[config.mk]
export PLATFORM = sky130hd
export DESIGN_NAME = mau_queued_flat
export DESIGN_NICKNAME = d
export VERILOG_FILES = /design/src/rtl/mau_if.sv /design/src/rtl/mau_queued.sv /design/src/flat_wrapper.sv
export SDC_FILE = /design/constraint.sdc
export NUM_CORES = 1
export LEC_CHECK = 0
export ABC_AREA = 1
export ABC_CLOCK_PERIOD_IN_PS = 3350
export CAP_MARGIN = 10
export CORE_MARGIN = 4
export CORE_UTILIZATION = 25
export DETAILED_ROUTE_END_ITERATION = 16
export GPL_ROUTABILITY_DRIVEN = 0
export GPL_TIMING_DRIVEN = 0
export SYNTH_ARGS = -nofsm -noshare
export SYNTH_HDL_FRONTEND = slang
export SYNTH_SLANG_ARGS = --single-unit
[constraint.sdc]
create_clock -name cpu_clk -period 3.35 [get_ports cpu_clk]
set_clock_uncertainty 0.2 [all_clocks]
set_input_delay 0.67 -clock cpu_clk [delete_from_list [all_inputs] [get_ports cpu_clk]]
set_output_delay 0.67 -clock cpu_clk [all_outputs]
set_load 0.02 [all_outputs]
[src/rtl/mau_if.sv]
// mau_if: request, memory-beat and writeback signals of the memory access unit.
interface mau_if #(
    parameter int DATA_W = 8,
    parameter int OUT_W  = 16,
    parameter int DST_W  = 4,
    parameter int DEPTH  = 4
);
    logic                       req_valid;
    logic                       req_ready;
    logic [DST_W-1:0]           req_dst;
    logic                       req_wide;
    logic                       req_signed;
    logic [DATA_W-1:0]          data_in;
    logic                       mem_res;
    logic                       mem_ready;
    logic                       out_valid;
    logic                       out_ready;
    logic [OUT_W-1:0]           out;
    logic [DST_W-1:0]           o_dst;
    logic [$clog2(DEPTH+1)-1:0] pending_cnt;
    logic                       err_unexpected;
    modport slave (
        input  req_valid, req_dst, req_wide, req_signed, data_in, mem_res, out_ready,
        output req_ready, mem_ready, out_valid, out, o_dst, pending_cnt, err_unexpected
    );
    modport master (
        output req_valid, req_dst, req_wide, req_signed, data_in, mem_res, out_ready,
        input  req_ready, mem_ready, out_valid, out, o_dst, pending_cnt, err_unexpected
    );
endinterface

[src/rtl/mau_queued.sv]
// mau_queued: in-order load queue, beat assembly and writeback.
// Define MAU_SIGN_EXT_EN to sign-extend narrow loads flagged req_signed.
module mau_queued #(
    parameter int DATA_W = 8,
    parameter int OUT_W  = 16,
    parameter int DST_W  = 4,
    parameter int DEPTH  = 4
) (
    input logic  cpu_clk,
    input logic  cpu_rst,
    mau_if.slave m
);
    localparam int BEATS = OUT_W / DATA_W;
    localparam int BW    = $clog2(BEATS);
    localparam int PW    = $clog2(DEPTH);
    localparam int CW    = $clog2(DEPTH + 1);
    localparam logic [0:0] S_WAIT = 1'b0;
    localparam logic [0:0] S_ASM  = 1'b1;
    localparam logic [BW-1:0] LAST = BW'(BEATS - 1);

    logic [DST_W-1:0]        q_dst [DEPTH];
    logic [DEPTH-1:0]        q_wide;
    logic [PW-1:0]           wr_ptr, rd_ptr;
    logic [CW-1:0]           cnt, cnt_nxt;
    logic [0:0]              state;
    logic [BW-1:0]           bcnt;
    logic [OUT_W-DATA_W-1:0] lanes;
    logic                    h_wide, h_sgn, is_final, push, beat, done;
    logic [OUT_W-1:0]        res;

    assign push     = m.req_valid && m.req_ready;
    assign h_wide   = q_wide[rd_ptr];
    assign is_final = !h_wide || (state == S_ASM && bcnt == LAST);
    // Only the completing beat needs a free writeback slot; earlier beats keep flowing.
    assign m.mem_ready   = cpu_rst && cnt != '0 && (!m.out_valid || m.out_ready || !is_final);
    assign beat          = m.mem_res && m.mem_ready;
    assign done          = beat && is_final;
    assign cnt_nxt       = cnt + CW'(push) - CW'(done);
    assign m.pending_cnt = cnt;

`ifdef MAU_SIGN_EXT_EN
    logic [DEPTH-1:0] q_sgn;
    assign h_sgn = q_sgn[rd_ptr];
    always_ff @(posedge cpu_clk)
        if (push) q_sgn[wr_ptr] <= m.req_signed;
`else
    logic unused_sgn;
    assign unused_sgn = m.req_signed;
    assign h_sgn      = 1'b0;
`endif

    // The final lane comes straight from the bus; earlier lanes were captured in order.
    assign res = h_wide ? {m.data_in, lanes}
                        : {{(OUT_W-DATA_W){h_sgn && m.data_in[DATA_W-1]}}, m.data_in};

    always_ff @(posedge cpu_clk)
        if (push) begin
            q_dst[wr_ptr]  <= m.req_dst;
            q_wide[wr_ptr] <= m.req_wide;
        end

    always_ff @(posedge cpu_clk) begin
        if (!cpu_rst) begin
            wr_ptr           <= '0;
            rd_ptr           <= '0;
            cnt              <= '0;
            m.req_ready      <= 1'b0;
            state            <= S_WAIT;
            bcnt             <= '0;
            lanes            <= '0;
            m.out_valid      <= 1'b0;
            m.out            <= '0;
            m.o_dst          <= '0;
            m.err_unexpected <= 1'b0;
        end else begin
            wr_ptr      <= wr_ptr + PW'(push);
            rd_ptr      <= rd_ptr + PW'(done);
            cnt         <= cnt_nxt;
            m.req_ready <= cnt_nxt != CW'(DEPTH);
            if (m.mem_res && !m.mem_ready) m.err_unexpected <= 1'b1;
            if (beat && !done) begin
                for (int i = 0; i < BEATS - 1; i++)
                    if (bcnt == BW'(i)) lanes[i*DATA_W +: DATA_W] <= m.data_in;
                bcnt  <= bcnt + BW'(1);
                state <= S_ASM;
            end
            if (done) begin
                bcnt        <= '0;
                state       <= S_WAIT;
                m.out       <= res;
                m.o_dst     <= q_dst[rd_ptr];
                m.out_valid <= 1'b1;
            end else if (m.out_ready) begin
                m.out_valid <= 1'b0;
            end
        end
    end
endmodule

[src/flat_wrapper.sv]
// flat-port wrapper written by rule: the top's interface ports become plain ports
module mau_queued_flat 
#(
    parameter int DATA_W = 8,
    parameter int OUT_W  = 16,
    parameter int DST_W  = 4,
    parameter int DEPTH  = 4
)
  (cpu_clk, cpu_rst, m_req_valid, m_req_dst, m_req_wide, m_req_signed, m_data_in, m_mem_res, m_out_ready, m_req_ready, m_mem_ready, m_out_valid, m_out, m_o_dst, m_pending_cnt, m_err_unexpected);
  mau_if #(.DATA_W(DATA_W), .OUT_W(OUT_W), .DST_W(DST_W), .DEPTH(DEPTH)) m_i ();
  input logic cpu_clk;
  input logic cpu_rst;
  input wire logic [$bits(m_i.req_valid)-1:0] m_req_valid;
  input wire logic [$bits(m_i.req_dst)-1:0] m_req_dst;
  input wire logic [$bits(m_i.req_wide)-1:0] m_req_wide;
  input wire logic [$bits(m_i.req_signed)-1:0] m_req_signed;
  input wire logic [$bits(m_i.data_in)-1:0] m_data_in;
  input wire logic [$bits(m_i.mem_res)-1:0] m_mem_res;
  input wire logic [$bits(m_i.out_ready)-1:0] m_out_ready;
  output wire logic [$bits(m_i.req_ready)-1:0] m_req_ready;
  output wire logic [$bits(m_i.mem_ready)-1:0] m_mem_ready;
  output wire logic [$bits(m_i.out_valid)-1:0] m_out_valid;
  output wire logic [$bits(m_i.out)-1:0] m_out;
  output wire logic [$bits(m_i.o_dst)-1:0] m_o_dst;
  output wire logic [$bits(m_i.pending_cnt)-1:0] m_pending_cnt;
  output wire logic [$bits(m_i.err_unexpected)-1:0] m_err_unexpected;
  assign m_i.req_valid = m_req_valid;
  assign m_i.req_dst = m_req_dst;
  assign m_i.req_wide = m_req_wide;
  assign m_i.req_signed = m_req_signed;
  assign m_i.data_in = m_data_in;
  assign m_i.mem_res = m_mem_res;
  assign m_i.out_ready = m_out_ready;
  assign m_req_ready = m_i.req_ready;
  assign m_mem_ready = m_i.mem_ready;
  assign m_out_valid = m_i.out_valid;
  assign m_out = m_i.out;
  assign m_o_dst = m_i.o_dst;
  assign m_pending_cnt = m_i.pending_cnt;
  assign m_err_unexpected = m_i.err_unexpected;
  mau_queued #(.DATA_W(DATA_W), .OUT_W(OUT_W), .DST_W(DST_W), .DEPTH(DEPTH)) u_core (.cpu_clk(cpu_clk), .cpu_rst(cpu_rst), .m(m_i));
endmodule
Word level (Yosys, flattened, before mapping):

Memories as Yosys holds them, arrays and structs flattened. A register that Yosys moved wholly into a read port is not among the register bits.
Index checks and enable logic that the tools add are counted.

* add/sub/neg operators: 5
* order comparisons: 3
* eq/ne operators: 1
* mux-type cells: 10
* bitwise logic cells: 2
* reductions and logical operators: 22

Operators with widths (count)
* $mux W16: 1
* $logic_and A1 B1 Y1: 9
* $logic_not A1 Y1: 6
* $lt A2 B3 Y1 const B: 2
* $mux W1: 6
* $add A2 B1 Y2: 2
* $bwmux W4: 1
* $add A3 B1 Y3: 1
* $logic_or A1 B1 Y1: 3
* $ne A3 B3 Y1 const B: 1
* $reduce_bool A3 Y1: 1
* $sub A3 B1 Y3: 1
* $bmux W1 S2: 1
* $demux W1 S2: 1
* $ge A2 B1 Y1 const B: 1
* $not A1 Y1: 2
* $reduce_and A2 Y1: 1
* $reduce_bool A2 Y1: 1
* $reduce_or A2 Y1: 1
* $add A1 B1 Y1 const B: 1

* register bits after elaboration: 40
* RAM bits: 16
* bits of input ports: 19
* output and inout port bits: 27
* word-level logic and storage cells: 55
* memories: 1

Memories
* u_core.q_dst: depth 4, width 4, read ports 1, clocked after memory_dff 1, write ports 1, RTL line mau_queued.sv:21 `logic [DST_W-1:0] q_dst [DEPTH];`

Logic depth before layout (Yosys ltp):

Gate-level depths: netlist of run 1.

* depth after elaboration: 12
* mapped depth: 16
* gate-level depth less buffers: 15

Worst setup path before layout of run 1:

No wires, ideal clock.

* path kind: input-to-reg
* start point: input port cpu_rst
* end point: register u_core.m.req_ready
* setup time: 0.119 ns
* arrival time: 2.666 ns
* required time: 3.031 ns
* setup slack: 0.365 ns
* stages: 14
* buffers on the path: 1
* cell sequence: inv_1 > a21oi_2 > nand4_2 > inv_2 > buf_4 > ha_1 > inv_1 > ha_1 > inv_1 > fa_1 > xnor2_1 > xor2_1 > o31ai_1 > inv_1

* word-level cells in the longest chain between the ends: 6

Ends and longest elaborated chain
* start, declared: RTL line flat_wrapper.sv:12 `input logic cpu_rst;`
* $logic_and A1 B1 Y1 (2 in a row): RTL line mau_queued.sv:35 `assign m.mem_ready = cpu_rst && cnt != '0 && (!m.out_valid || m.out_ready || !is_final);`
* $logic_and A1 B1 Y1: RTL line mau_queued.sv:36 `assign beat = m.mem_res && m.mem_ready;`
* $logic_and A1 B1 Y1: RTL line mau_queued.sv:37 `assign done = beat && is_final;`
* named net u_core.done: RTL line mau_queued.sv:28 `logic h_wide, h_sgn, is_final, push, beat, done;`
* $sub A3 B1 Y3: RTL line mau_queued.sv:38 `assign cnt_nxt = cnt + CW'(push) - CW'(done);`
* $ne A3 B3 Y1: RTL line mau_queued.sv:79 `m.req_ready <= cnt_nxt != CW'(DEPTH);`
* end signal, assigned: RTL line mau_queued.sv:79
* end, declared: RTL line mau_if.sv:24 `output req_ready, mem_ready, out_valid, out, o_dst, pending_cnt, err_unexpected`

The timed path passes the listed nets, and every way through them passes these cells.
A chain may end at the register's enable or synchronous reset.

Worst setup path after layout of run 1:

* start point: input port m_out_ready
* end point: register u_core.m.req_ready

* word-level cells in the longest chain between the ends: 7

Ends and longest elaborated chain
* start, declared: RTL line flat_wrapper.sv:19 `input wire logic [$bits(m_i.out_ready)-1:0] m_out_ready;`
* $logic_or A1 B1 Y1 (2 in a row): RTL line mau_queued.sv:35
* $logic_and A1 B1 Y1: RTL line mau_queued.sv:35
* $logic_and A1 B1 Y1: RTL line mau_queued.sv:36
* $logic_and A1 B1 Y1: RTL line mau_queued.sv:37
* named net u_core.done: RTL line mau_queued.sv:28
* $sub A3 B1 Y3: RTL line mau_queued.sv:38
* $ne A3 B3 Y1: RTL line mau_queued.sv:79

The timed path passes the listed nets, and every way through them passes these cells.

==> flow_summary.ini, run 1 <==
[synthesis]
yosysTopAreaCell = dfxtp_1
synth.most_common_cell = nand2_1
ys.flop_type = dfxtp_1
synth_area_per_cell_sq_um = 8.946
ys_async_sr_fraction = 0
synthTopCellsByArea = dfxtp_1, edfxtp_1, nand2_1, o21ai_0, nor2_1
synth_area_sq_um = 2451
synth-edff-count = 20
synth_common_cells = nand2_1, dfxtp_1, nor2_1, inv_1, o21ai_0
synth_top_area_share = 0.3267
synthCells = 274
synth.net_count = 298
ys_seq_elements = 60
seq_area_frac_synth = 0.5717
yosys.cell_types.count = 28
yosysWarnings = 0

[timing]
fin_crit_sh = 0.9419
report.final.slew_viol_count = 0
worst_pin_slew_ns = 0.8194
tns_ns = 0
max_freq_mhz = 316.9
layout_min_cycle_time_ns = 3.155
hold_ws_ns = 0.2550
maxSlewHeadroom = 0.4495
hold_violations = 0
setup_viol = 0
rsz0062_at_grt = no

[cts]
clock_path_buffers = 2
h-tree-depth = 3
clk_latency_ns = 0.34
cts_tree = done
clk_pin_slew_ns = 0.07
cts-buffers-inserted = 9
cts.sinks = 60
root_buffer = clkbuf_8
cts_hold_buf = 0

[setup_path]
required_ns = 3.38
cp-startpoint = m_out_ready
cp-end-kind = flip-flop
r2r-start = u_core.rd_ptr[1]
crit_fanout = 11
worstSetupPathType = input port to flip-flop
cp-start-kind = input port
arrival_ns = 3.18

[floorplan]
die_h_um = 107.0
die_area_sq_um = 11450
std_cell_rows = 35
die_w_um = 107.0
core_area_sq_um = 9371
initial_utilization = 0.2615
io_pins = 46

[route]
wirelength_um = 5674
antenna_left = 0
vias = 1942
first_pass_iters = 4
drc = 0
drtIter0Drc = 110
viasPerCell = 4.185
wl_per_cell_um = 12.23

[final_layout]
postLayoutCoreUtil = 0.3531
final_nets = 354
area.sequential_sq_um = 1401
layout-drive-gt1-share = 0.1104
num_antenna_cells = 0
finalInstanceArea_sq_um = 3309
area_growth_pct = 35.02
n_fill_cell = 1013
multi_input_area_sq_um = 897.1

[global_routing]
grt_pass1_vias = 1869
grt_overflow = 0
grt_pass1_wl_um = 9197
grt_usage = 0.1069
antenna_found_initial = 0
grt_max_degree = 12

[worst_hold_path]
min_from = u_core.state
min_path_type = flip-flop to flip-flop

[status]
status = finished, final reports clean

[run]
cap_viol_max_count = 0

[power_and_ir_drop]
leakage_nw = 1.287
total_power_mw = 2.208
pwr_density_cell_nw_per_um2 = 667.1
ir_drop_mv = 0.2354

[place]
portBuffers = 44
dp_hpwl_um = 4111
place_area_sq_um = 3053
[repair_timing]
item / in CTS / in global routing
resized for setup: 3 / 1
cloned: 0 / 0
buffers inserted: 1 / 0
endpoints found under the setup margin: 2 / 1
[layout make-up]
cell class,instances,share of cell area
Inverter,28,0.03176
Timing Repair Buffer,45,0.1350
Multi-Input combinational cell,175,0.2711
Clock buffer,11,0.03970
Tap cell,129,0.04877
Buffer,11,0.02004
Clock inverter,5,0.03025
Sequential cell,60,0.4234
[metal layers]
metal  track usage  part of all wire
met5             0                 0
met4       0.06849             0.025
met3       0.03672             0.062
met2        0.1560              0.44
met1        0.1338              0.48
[placed cells by master (no fill, tap or decap), types with 2 or more instances in the layout]
cell type	instances
edfxtp_1	20
clkdlybuf4s50_1	43
clkbuf_1	4
bufinv_16	3
nand3_2	3
inv_2	3
nand3_1	9
xnor2_1	3
nor3_1	4
o22ai_1	4
buf_6	2
a21oi_1	16
inv_1	25
dfxtp_1	40
clkbuf_8	9
nor2_1	30
buf_4	2
ha_1	4
nand4_4	2
clkinv_2	2
o21ai_0	24
nand2_1	67
nand2_2	2
buf_2	5
[critical path, cell delays in order]
cell             delay [ns]
clkdlybuf4s50_1        0.42
nor2_2                 0.17
inv_1                  0.11
nand4_4                0.12
inv_2                  0.06
buf_4                  0.18
ha_1                   0.27
inv_1                  0.06
ha_1                   0.13
inv_1                  0.05
fa_1                   0.37
xnor2_1                0.14
xor2_1                 0.15
o31ai_1                0.21
inv_1                  0.06
[sequential cells by signal, summed over array words and instances (netlist names)]
| signal | flops |
|---|---|
| u_core.q_wide | 4 |
| u_core.lanes | 8 |
| u_core.m.err_unexpected | 1 |
| u_core.m.pending_cnt | 3 |
| u_core.m.req_ready | 1 |
| u_core.wr_ptr | 2 |
| u_core.m.out_valid | 1 |
| u_core.m.out | 16 |
| u_core.m.o_dst | 4 |
| u_core.bcnt | 1 |
| u_core.state | 1 |
| u_core.q_dst | 16 |
| u_core.rd_ptr | 2 |
[cell families (layout without fill, tap and decap cells)]
group / Yosys count / in the layout / synth area share
simple gates: 120 / 120 / 0.2169
compound gates: 46 / 46 / 0.09852
fa+ha+maj: 5 / 5 / 0.02859
xor+xnor: 4 / 4 / 0.01430
flops: 60 / 60 / 0.5717
buf+inv: 39 / 100 / 0.06993
[stage by stage]
stage | worst slack, ns | cells
6_report | 0.1948 | 464
5_1_grt | 0.02126 | 464
4_1_cts | 0.1662 | 464
3_5_place_dp | -0.5595 | 447
3_3_place_gp | -0.5534 | 447
2_1_floorplan | 0.3653 | 274
[report_power, final]
part | internal, mW | switching [mW]
clock | 0.492 | 0.272
combinational | 0.230 | 0.330
sequential | 0.837 | 0.0470
total | 1.56 | 0.649
[worst paths after layout]
path                         to  slack [ns]  cells after the start
max reg2reg  u_core.m.req_ready        0.36                     15
min                u_core.state        0.26                      2
max          u_core.m.req_ready        0.19                     15
min reg2reg        u_core.state        0.26                      2
(Power assumes the default switching activity.)
==> run 2, diff against run 1 <==
--- a/config.mk
+++ b/config.mk
@@ -5,14 +5,15 @@
 export SDC_FILE = /design/constraint.sdc
 export NUM_CORES = 1
 export LEC_CHECK = 0
-export ABC_AREA = 1
 export ABC_CLOCK_PERIOD_IN_PS = 3350
 export CAP_MARGIN = 10
+export CORE_ASPECT_RATIO = 1.1
 export CORE_MARGIN = 4
 export CORE_UTILIZATION = 25
 export DETAILED_ROUTE_END_ITERATION = 16
 export GPL_ROUTABILITY_DRIVEN = 0
 export GPL_TIMING_DRIVEN = 0
+export SKIP_CTS_REPAIR_TIMING = 1
 export SYNTH_ARGS = -nofsm -noshare
 export SYNTH_HDL_FRONTEND = slang
 export SYNTH_SLANG_ARGS = --single-unit
==> run 2 against run 1 <==
Flip-flop and latch count unchanged. Largest power group unchanged. Power shrank 3.9%. Highest routed layer unchanged. Sequential power up 3.3%. Largest cell class unchanged.
==> flow_summary.ini, run 2 <==
[timing]
maxSlewHeadroom = 0.4199
hold_ws_ns = 0.2589
fin_crit_sh = 0.9526
fin_ws_ns = 0.1588
report.final.slew_viol_count = 0
layout_min_cycle_time_ns = 3.191
worst_pin_slew_ns = 0.8683
setup_viol = 0
max_freq_mhz = 313.4
hold_violations = 0
rsz0062_at_grt = yes

[final_layout]
area.sequential_sq_um = 1401
n_fill_cell = 937
finalInstanceArea_sq_um = 3214
num_antenna_cells = 0
stdcell_count = 392
area_growth_pct = 35.28
final_nets = 294
final_common_cell = clkdlybuf4s50_1
mostFrequentLayoutCells = clkdlybuf4s50_1, dfxtp_1, nand2_1
reg_top3 = u_core.m.out: 16 flops, u_core.q_dst: 16 flops, u_core.lanes: 8 flops
layout-drive-gt1-share = 0.1527
multi_input_area_sq_um = 904.6

[power_and_ir_drop]
pwr_density_cell_nw_per_um2 = 660.2
total_power_mw = 2.122
leakage_nw = 1.138
ir_drop_mv = 0.2599

[place]
portBuffers = 43
dp_cells = 372
dp_hpwl_um = 3892
post-place-ws_ns = -0.5166
place_area_sq_um = 2960

[synthesis]
seq_area_frac_synth = 0.5898
ys_async_sr_fraction = 0
synth.most_common_cell = dfxtp_1
synthTopCellsByArea = dfxtp_1, edfxtp_1, nand2_1, mux4_2, o21ai_0
synth_common_cells = dfxtp_1, nand2_1, o21ai_0, edfxtp_1, nor2_1
yosysTopAreaCell = dfxtp_1
synthCells = 212
yosysWarnings = 0
synth_top_area_share = 0.3370
yosys.cell_types.count = 30
ys_seq_elements = 60
ys.flop_type = dfxtp_1
synth.net_count = 236
synth_area_per_cell_sq_um = 11.21
synth_area_sq_um = 2376
synth-edff-count = 20

[global_routing]
antenna_found_initial = 0
grt_max_degree = 13
grt_pass1_wl_um = 8976
grt_overflow = 0
grt_pass1_vias = 1780
grt_usage = 0.1085

[setup_path]
cp-end-kind = flip-flop
cp-start-kind = flip-flop
cp_cell_sequence = buf_6 > mux4_2 > a211oi_4 > buf_6 > ha_1 > inv_1 > ha_1 > inv_1 > fa_1 > xor2_1 > xnor2_1 > nor3b_1 > nor2_1
crit_slowest_cell = mux4_2
r2r_setup_slack_ns = 0.16
cp_slowest_stage_delay_ns = 0.57
crit_fanout = 5
worstSetupPathType = flip-flop to flip-flop
required_ns = 3.36
arrival_ns = 3.20

[cts]
root_buffer = clkbuf_8
cts.sinks = 60
clk_latency_ns = 0.33
h-tree-depth = 3
cts-buffers-inserted = 9
clk_pin_slew_ns = 0.07
clock_path_buffers = 2
cts_tree = done

[route]
wirelength_um = 5499
wl_per_cell_um = 14.03
drc = 0
viasPerCell = 4.355
first_pass_iters = 4
drtIter0Drc = 75
vias = 1707
antenna_left = 0

[floorplan]
die_w_um = 101.0
initial_utilization = 0.2553
die_h_um = 110.2
io_pins = 46
core_area_sq_um = 9305
std_cell_rows = 37
die_area_sq_um = 11130

[status]
status = finished, final reports clean

[run]
cap_viol_max_count = 0

[worst_hold_path]
min_path_type = flip-flop to flip-flop
-- run 2: cell types whose count changed in the layout (fill, tap and decap cells not counted), moves of 6 or more --
cell,previous run,this run
inv_1,25,5
nor2_1,30,16
a21oi_1,16,2
a211oi_2,0,6
mux2i_1,0,9
nand2_1,67,37
-- run 2: layer usage --
metal	part of all wire	global-route usage	wire [um]
met4	0.016	0.05698	88
met5	0	0	0
met3	0.050	0.03147	273
met1	0.44	0.1294	2439
met2	0.49	0.1773	2698
-- run 2: power by group --
part | internal (mW) | switching [mW]
Clock | 0.346 | 0.305
Combinational | 0.266 | 0.292
Sequential | 0.848 | 0.0652
-- run 2: area by class of cell --
| type | instances | share of cell area |
|---|---|---|
| multi-input cells | 134 | 0.2814 |
| clock inverters | 7 | 0.02413 |
| inverters | 5 | 0.005839 |
| flip-flops and latches | 60 | 0.4360 |
| clock buffers | 9 | 0.03854 |
| well taps | 117 | 0.04554 |
| repair buffers | 48 | 0.1464 |
| plain buffers | 12 | 0.02219 |
-- run 2: logic make-up after synthesis --
group                    share of synthesized area
adder cells (fa/ha/maj)                    0.02949
flip-flops                                  0.5898
AND/OR/NAND/NOR                             0.1380
multiplexers                               0.08531
XOR/XNOR                                   0.01475
buffers and inverters                      0.03265
AO/OA/AOI/OAI                               0.1101
-- run 2: metrics by stage --
step	utilization	TNS, ns
2_1_floorplan	-	0
5_1_grt	0.3454	-0.02923
3_5_place_dp	0.3181	-1.236
4_1_cts	0.3398	-0.7496
6_report	0.3454	0
3_3_place_gp	0.3181	-1.054
-- run 2: path summary, 6_finish.rpt --
path                            cells past startpoint             start                 end
worst max-delay path                               13  u_core.rd_ptr[0]  u_core.m.req_ready
worst min-delay path                                2  u_core.m.out[12]    u_core.m.out[12]
worst max register to register                     13  u_core.rd_ptr[0]  u_core.m.req_ready
worst min register to register                      2  u_core.m.out[12]    u_core.m.out[12]
-- run 2: critical path: cells and delay by family (launching register included) --
kind	cells	cell delay (ns)
flip-flops	1	0.36
buffers and inverters	4	0.40
adder cells (fa/ha/maj)	3	0.72
AND/OR/NAND/NOR	2	0.25
multiplexers	1	0.57
AO/OA/AOI/OAI	1	0.26
XOR/XNOR	2	0.32
